## config.mk

```make
export PLATFORM = sky130hd
export DESIGN_NAME = compare_1b
export DESIGN_NICKNAME = d
export VERILOG_FILES = /design/src/rtl/compare_1b.sv
export SDC_FILE = /design/constraint.sdc
export NUM_CORES = 1
export LEC_CHECK = 0
export ABC_AREA = 1
export ABC_CLOCK_PERIOD_IN_PS = 1160
export CORE_UTILIZATION = 41
export DETAILED_ROUTE_END_ITERATION = 8
export GPL_ROUTABILITY_DRIVEN = 0
export GPL_TIMING_DRIVEN = 0
export HOLD_SLACK_MARGIN = 0.02
export PLACE_DENSITY_LB_ADDON = 0.2
export SLEW_MARGIN = 20
export SYNTH_ARGS = -nofsm -noshare
export SYNTH_HDL_FRONTEND = slang
export SYNTH_SLANG_ARGS = --single-unit
```

## constraint.sdc

```tcl
create_clock -name clk -period 1.16 [get_ports clk]
set_clock_uncertainty 0.05 [all_clocks]
set_input_delay 0.174 -clock clk [delete_from_list [all_inputs] [get_ports clk]]
set_output_delay 0.174 -clock clk [all_outputs]
set_load 0.02 [all_outputs]
```

## src/rtl/compare_1b.sv

```systemverilog
// Registered 1-bit equality/magnitude comparator with a saturating
// match counter and a sticky mismatch flag.
module compare_1b #(
  parameter int CNT_W = 8
) (
  input  logic             clk,
  input  logic             rst,
  input  logic             en,
  input  logic             a,
  input  logic             b,
  output logic             y,
  output logic             gt,
  output logic             lt,
  output logic             out_valid,
  output logic [CNT_W-1:0] match_cnt,
  output logic             mismatch_seen
);

  localparam logic [CNT_W-1:0] CNT_MAX = '1;

  logic             eq;
  logic             cnt_sat;
  logic [CNT_W-1:0] cnt_nxt;

  assign eq      = ~(a ^ b);
  assign cnt_sat = (match_cnt == CNT_MAX);

  always_comb begin
    cnt_nxt = match_cnt;
    if (eq && !cnt_sat) begin
      cnt_nxt = match_cnt + 1'b1;
    end
  end

  always_ff @(posedge clk) begin
    if (rst) begin
      y             <= 1'b0;
      gt            <= 1'b0;
      lt            <= 1'b0;
      out_valid     <= 1'b0;
      match_cnt     <= '0;
      mismatch_seen <= 1'b0;
    end else begin
      out_valid <= en;
      if (en) begin
        y         <= eq;
        gt        <= a & ~b;
        lt        <= ~a & b;
        match_cnt <= cnt_nxt;
        if (!eq) begin
          mismatch_seen <= 1'b1;
        end
      end
    end
  end

endmodule

```

# After elaboration in Yosys (flattened, before gate mapping)
# Cells that the tools add are included.
# word_totals
output_inout_bits	13
input_bits	5
regBits	13
word_cells	18
# op_classes
n_reduce_logical	4
add_sub_neg	1
bitwise_logic	6
n_eq_ne	1
# ops
cell	count
adder 8 x 1 -> 8 bit, second input constant	1
== test 8 bit, second input constant	1
AND reduction 2 bit	2
NOT 1 bit	3
bitwise AND 1 bit	2
logical AND 1 bit	1
zero test 1 bit	1
XOR 1 bit	1

# Depth between registers and ports, before layout
# Gate-level depths: netlist (run 1).
# depth
ltp_word	4
ltp_mapped	8
mapped_depth_nobuf	8

# Least setup slack after synthesis (run 1)
# Ideal clock, no wire load.
# synth_path
kind	register to register
from	register match_cnt[0]
to	register match_cnt[7]
synth_period_minus_slack_ns	1.411
stages_incl_launch_ff	9
setup_time_ns	0.113
n_path_buf	0
arrival_ns	1.248
path_slack_ns	-0.251
path_cell_list	dfxtp_1 ha_1 inv_1 nor2_4 nand2_4 nand2_4 nor2_1 nor2_1 nor2_1
# synth_between
elab_chain_cells	4
elab_cells_between_ends	5
# synth_lines
element	line_no	rtl
start: declaration	15	output logic [CNT_W-1:0] match_cnt,
start signal: assignment	49	match_cnt <= cnt_nxt;
parallel branches: the longest is 4 deep, another holds adder 8 x 1 -> 8 bit	n/a	
# Several ways; the timed one is not identified.
# A chain may end at the register's enable or synchronous reset.

# Worst setup path in the final report (run 1)
# layout_path
from	register match_cnt[0]
to	register match_cnt[0]
# The elaborated chain is that of the path after synthesis.

==> results.json, run 1 <==
{
  "synth-compound-area-share": 0.0644,
  "dp_worst_setup_slack_ps": -525,
  "rr_startpoint": "match_cnt[0]",
  "cp-end-kind": "flop",
  "ctsHoldBuffers": 0,
  "cp_max_fo": 5,
  "path_cells": "ha_4, inv_2, nor2_4, buf_4, nand2_4, nand3b_1, a21oi_1",
  "yosys_warnings": 0,
  "syn_area_um2": 661,
  "insertion_delay_ps": 280,
  "htree_num_levels": 1,
  "min_path_cells": 2,
  "antenna_found_initial": 0,
  "synth-simple-area-share": 0.398,
  "period_share": 1.07,
  "pwr_density_cell_mw_per_mm2": 936,
  "drv_slew": 0,
  "via_per_inst": 5.09,
  "ys_top_cells_by_area": "dfxtp_1 39%, nand2_1 12%, nor2_1 11%, inv_1 6.3%, nand3_1 6.1%",
  "crit_type": "flop to flop",
  "fp-row-count": 14,
  "wl_per_cell_um": 11.1,
  "grt_pass1_wl_mm": 2.58,
  "worstHoldPathType": "input pin to flop",
  "io_buffers": 16,
  "synth_fp_nets": 102,
  "slowest_stage": "dfxtp_4",
  "yosys_register_bits": 13,
  "synthXorXnorAreaFrac": 0.0133,
  "vias": 703,
  "cts-root-buf": "clkbuf_4",
  "placed_cell_area_um2": 868,
  "synth.distinct_cells": 17,
  "dieArea_mm2": 0.00178,
  "io_pins": 18,
  "synthAdderAreaFrac": 0.0568,
  "status": "finished with violations",
  "min_period_ps": 1240,
  "ir_drop_uv": 767,
  "start_util": 0.439,
  "layout.nets": 131,
  "fmax_mhz": 804,
  "drv_cap": 0,
  "groute.usage.overall": 0.191,
  "ctsLongestPathBuffers": 2,
  "arrival_ps": 1350,
  "cts_tree": "done",
  "die_h_um": 42.1,
  "syn-instance-count": 94,
  "slew_headroom": 0.736,
  "syn_area_per_cell_um2": 7.03,
  "reg2regPathDepth": 7,
  "diodes": 0,
  "drtAntennaViolNets": 0,
  "synth_top_family_by_area": "simple AND/OR/NAND/NOR gates",
  "final_common_cell": "nand2_1",
  "power_leakage_nw": 0.450,
  "crit_required_ps": 1270,
  "clock_sinks": 13,
  "final_area_um2": 970,
  "cts_inserted_buffers": 3,
  "layout_setup_ws_ps": -83.6,
  "cp_slowest_stage_delay_ps": 380,
  "dr.first_iter.drc_count": 13,
  "synth_area_leader_cell": "dfxtp_1",
  "hold_viol_final": 0,
  "dieWidth_um": 42.1,
  "r2r_slack_ps": -80,
  "synth_mux_area_frac": 0,
  "setup_viol": 8,
  "failed_checks": "negative setup slack",
  "r2r-end": "match_cnt[0]",
  "synth_seq_area_share": 0.394,
  "synth_top_area_share": 0.394,
  "overflow": 0,
  "grt_pass1_vias": 632,
  "hp-start": "rst",
  "worst_pin_slew_ps": 396,
  "layout_common_cells": "19 x nand2_1, 18 x nor2_1, 9 x inv_1",
  "grt_max_degree": 9,
  "hpwl_mm": 1.01,
  "routed_wl_mm": 1.53,
  "core-area_mm2": 0.00151,
  "holdPathEnd": "match_cnt[3]",
  "startpoint_type": "flop",
  "drt_pre_antenna_iters": 4,
  "clkTransAtPathRegs_ps": 80,
  "rsz0062_at_grt": "yes",
  "area.growth.synth_to_final_pct": 46.8,
  "route.detailed.drc": 0,
  "drive_gt1_frac": 0.402
}
-- cells in the mapped netlist, drive strengths merged --
cell type / instances
nand4: 3
xor2: 1
inv: 12
a21oi: 4
nor2: 22
dfxtp: 13
nand3b: 1
nand3: 8
clkbuf: 1
o21ai: 3
ha: 3
nand2: 23
-- cell families (layout without fill, tap and decap cells) --
kind of cell / after synthesis / in the layout
xor gates and xnor gates: 1 / 1
adders and majority gates: 3 / 3
and+or+nand+nor: 57 / 58
AOI/OAI and AO/OA: 7 / 7
buffers and inverters: 13 / 40
DFF: 13 / 13
-- routing by layer --
layer,share of wire,wire [µm],up-vias,track usage
met3,0.051,78,5,0.0388
li1,-,-,354,-
met4,0.021,32,0,0.0938
met1,0.41,627,322,0.213
met2,0.52,787,22,0.341
met5,0,0,-,0
-- state kept, by name, indices dropped and copies added, names as in the netlist --
name and cells:
gt 1, lt 1, match_cnt 8, mismatch_seen 1
out_valid 1, y 1
-- how the worst max path moves through the flow --
stage	start	end	slack (ps)	depth (start not counted)
2_1_floorplan	match_cnt[1]	match_cnt[7]	-8	8
3_3_place_gp	a	match_cnt[7]	-500	9
3_5_place_dp	a	match_cnt[4]	-530	9
4_1_cts	match_cnt[0]	match_cnt[7]	-70	8
5_1_grt	match_cnt[0]	match_cnt[7]	-170	8
6_report	match_cnt[0]	match_cnt[0]	-80	7
-- worst max-delay path: cells and delay by family (launching register included) --
kind | cells | cell delay [ps]
DFF | 1 | 380
buffers and inverters | 2 | 190
adders and majority gates | 1 | 150
AOI/OAI and AO/OA | 1 | 70
and+or+nand+nor | 3 | 300
-- metrics by stage --
step / setup TNS, ps / hold slack [ps] / util / instances / power (W)
floorplan: -8.47 / 271 / - / 94 / 0.000553
global placement: -4400 / 404 / 0.576 / 126 / 0.000608
detailed placement: -4580 / 421 / 0.576 / 126 / 0.000610
CTS: -267 / 206 / 0.645 / 135 / 0.000914
global route: -1000 / 232 / 0.644 / 138 / 0.000944
finish: -508 / 202 / 0.644 / 138 / 0.000908
-- where the power goes --
part,switching [W],internal (W)
Sequential,0.0000109,0.000456
Clock,0.000160,0.000134
Combinational,0.0000869,0.0000602
-- what timing repair did --
action | CTS | global route
setup buffers | 3 | 3
endpoints found under the setup margin | 21 | 18
resized for setup | 45 | 17
pin swaps | 5 | 7
hold endpoints to repair | 0 | 0
cloned | 2 | 0
-- final cells by class --
cell class              count  area, µm²
plain buffers               1       3.75
fillers                   139        537
multi-input cells          69        420
repair buffers             22        161
repair inverters            1       7.51
well taps                  16       20.0
flip-flops and latches     13        280
inverters                  12       50.0
clock buffers               4       26.3
No activity file was read; power rests on OpenSTA's default activity.
==> run 2: changes to the inputs <==
--- a/config.mk
+++ b/config.mk
@@ -8,6 +8,7 @@
 export ABC_AREA = 1
 export ABC_CLOCK_PERIOD_IN_PS = 1160
 export CORE_UTILIZATION = 41
+export CTS_CLUSTER_SIZE = 24
 export DETAILED_ROUTE_END_ITERATION = 8
 export GPL_ROUTABILITY_DRIVEN = 0
 export GPL_TIMING_DRIVEN = 0
==> results of run 2 <==
Final layout, timing and power as in run 1 (identical DEF).
==> run 3: changes to the inputs <==
--- a/config.mk
+++ b/config.mk
@@ -10,7 +10,7 @@
 export CORE_UTILIZATION = 41
 export CTS_CLUSTER_SIZE = 24
 export DETAILED_ROUTE_END_ITERATION = 8
-export GPL_ROUTABILITY_DRIVEN = 0
+export GPL_ROUTABILITY_DRIVEN = 1
 export GPL_TIMING_DRIVEN = 0
 export HOLD_SLACK_MARGIN = 0.02
 export PLACE_DENSITY_LB_ADDON = 0.2
==> results of run 3 <==
Final layout, timing and power as in run 1 (identical DEF).
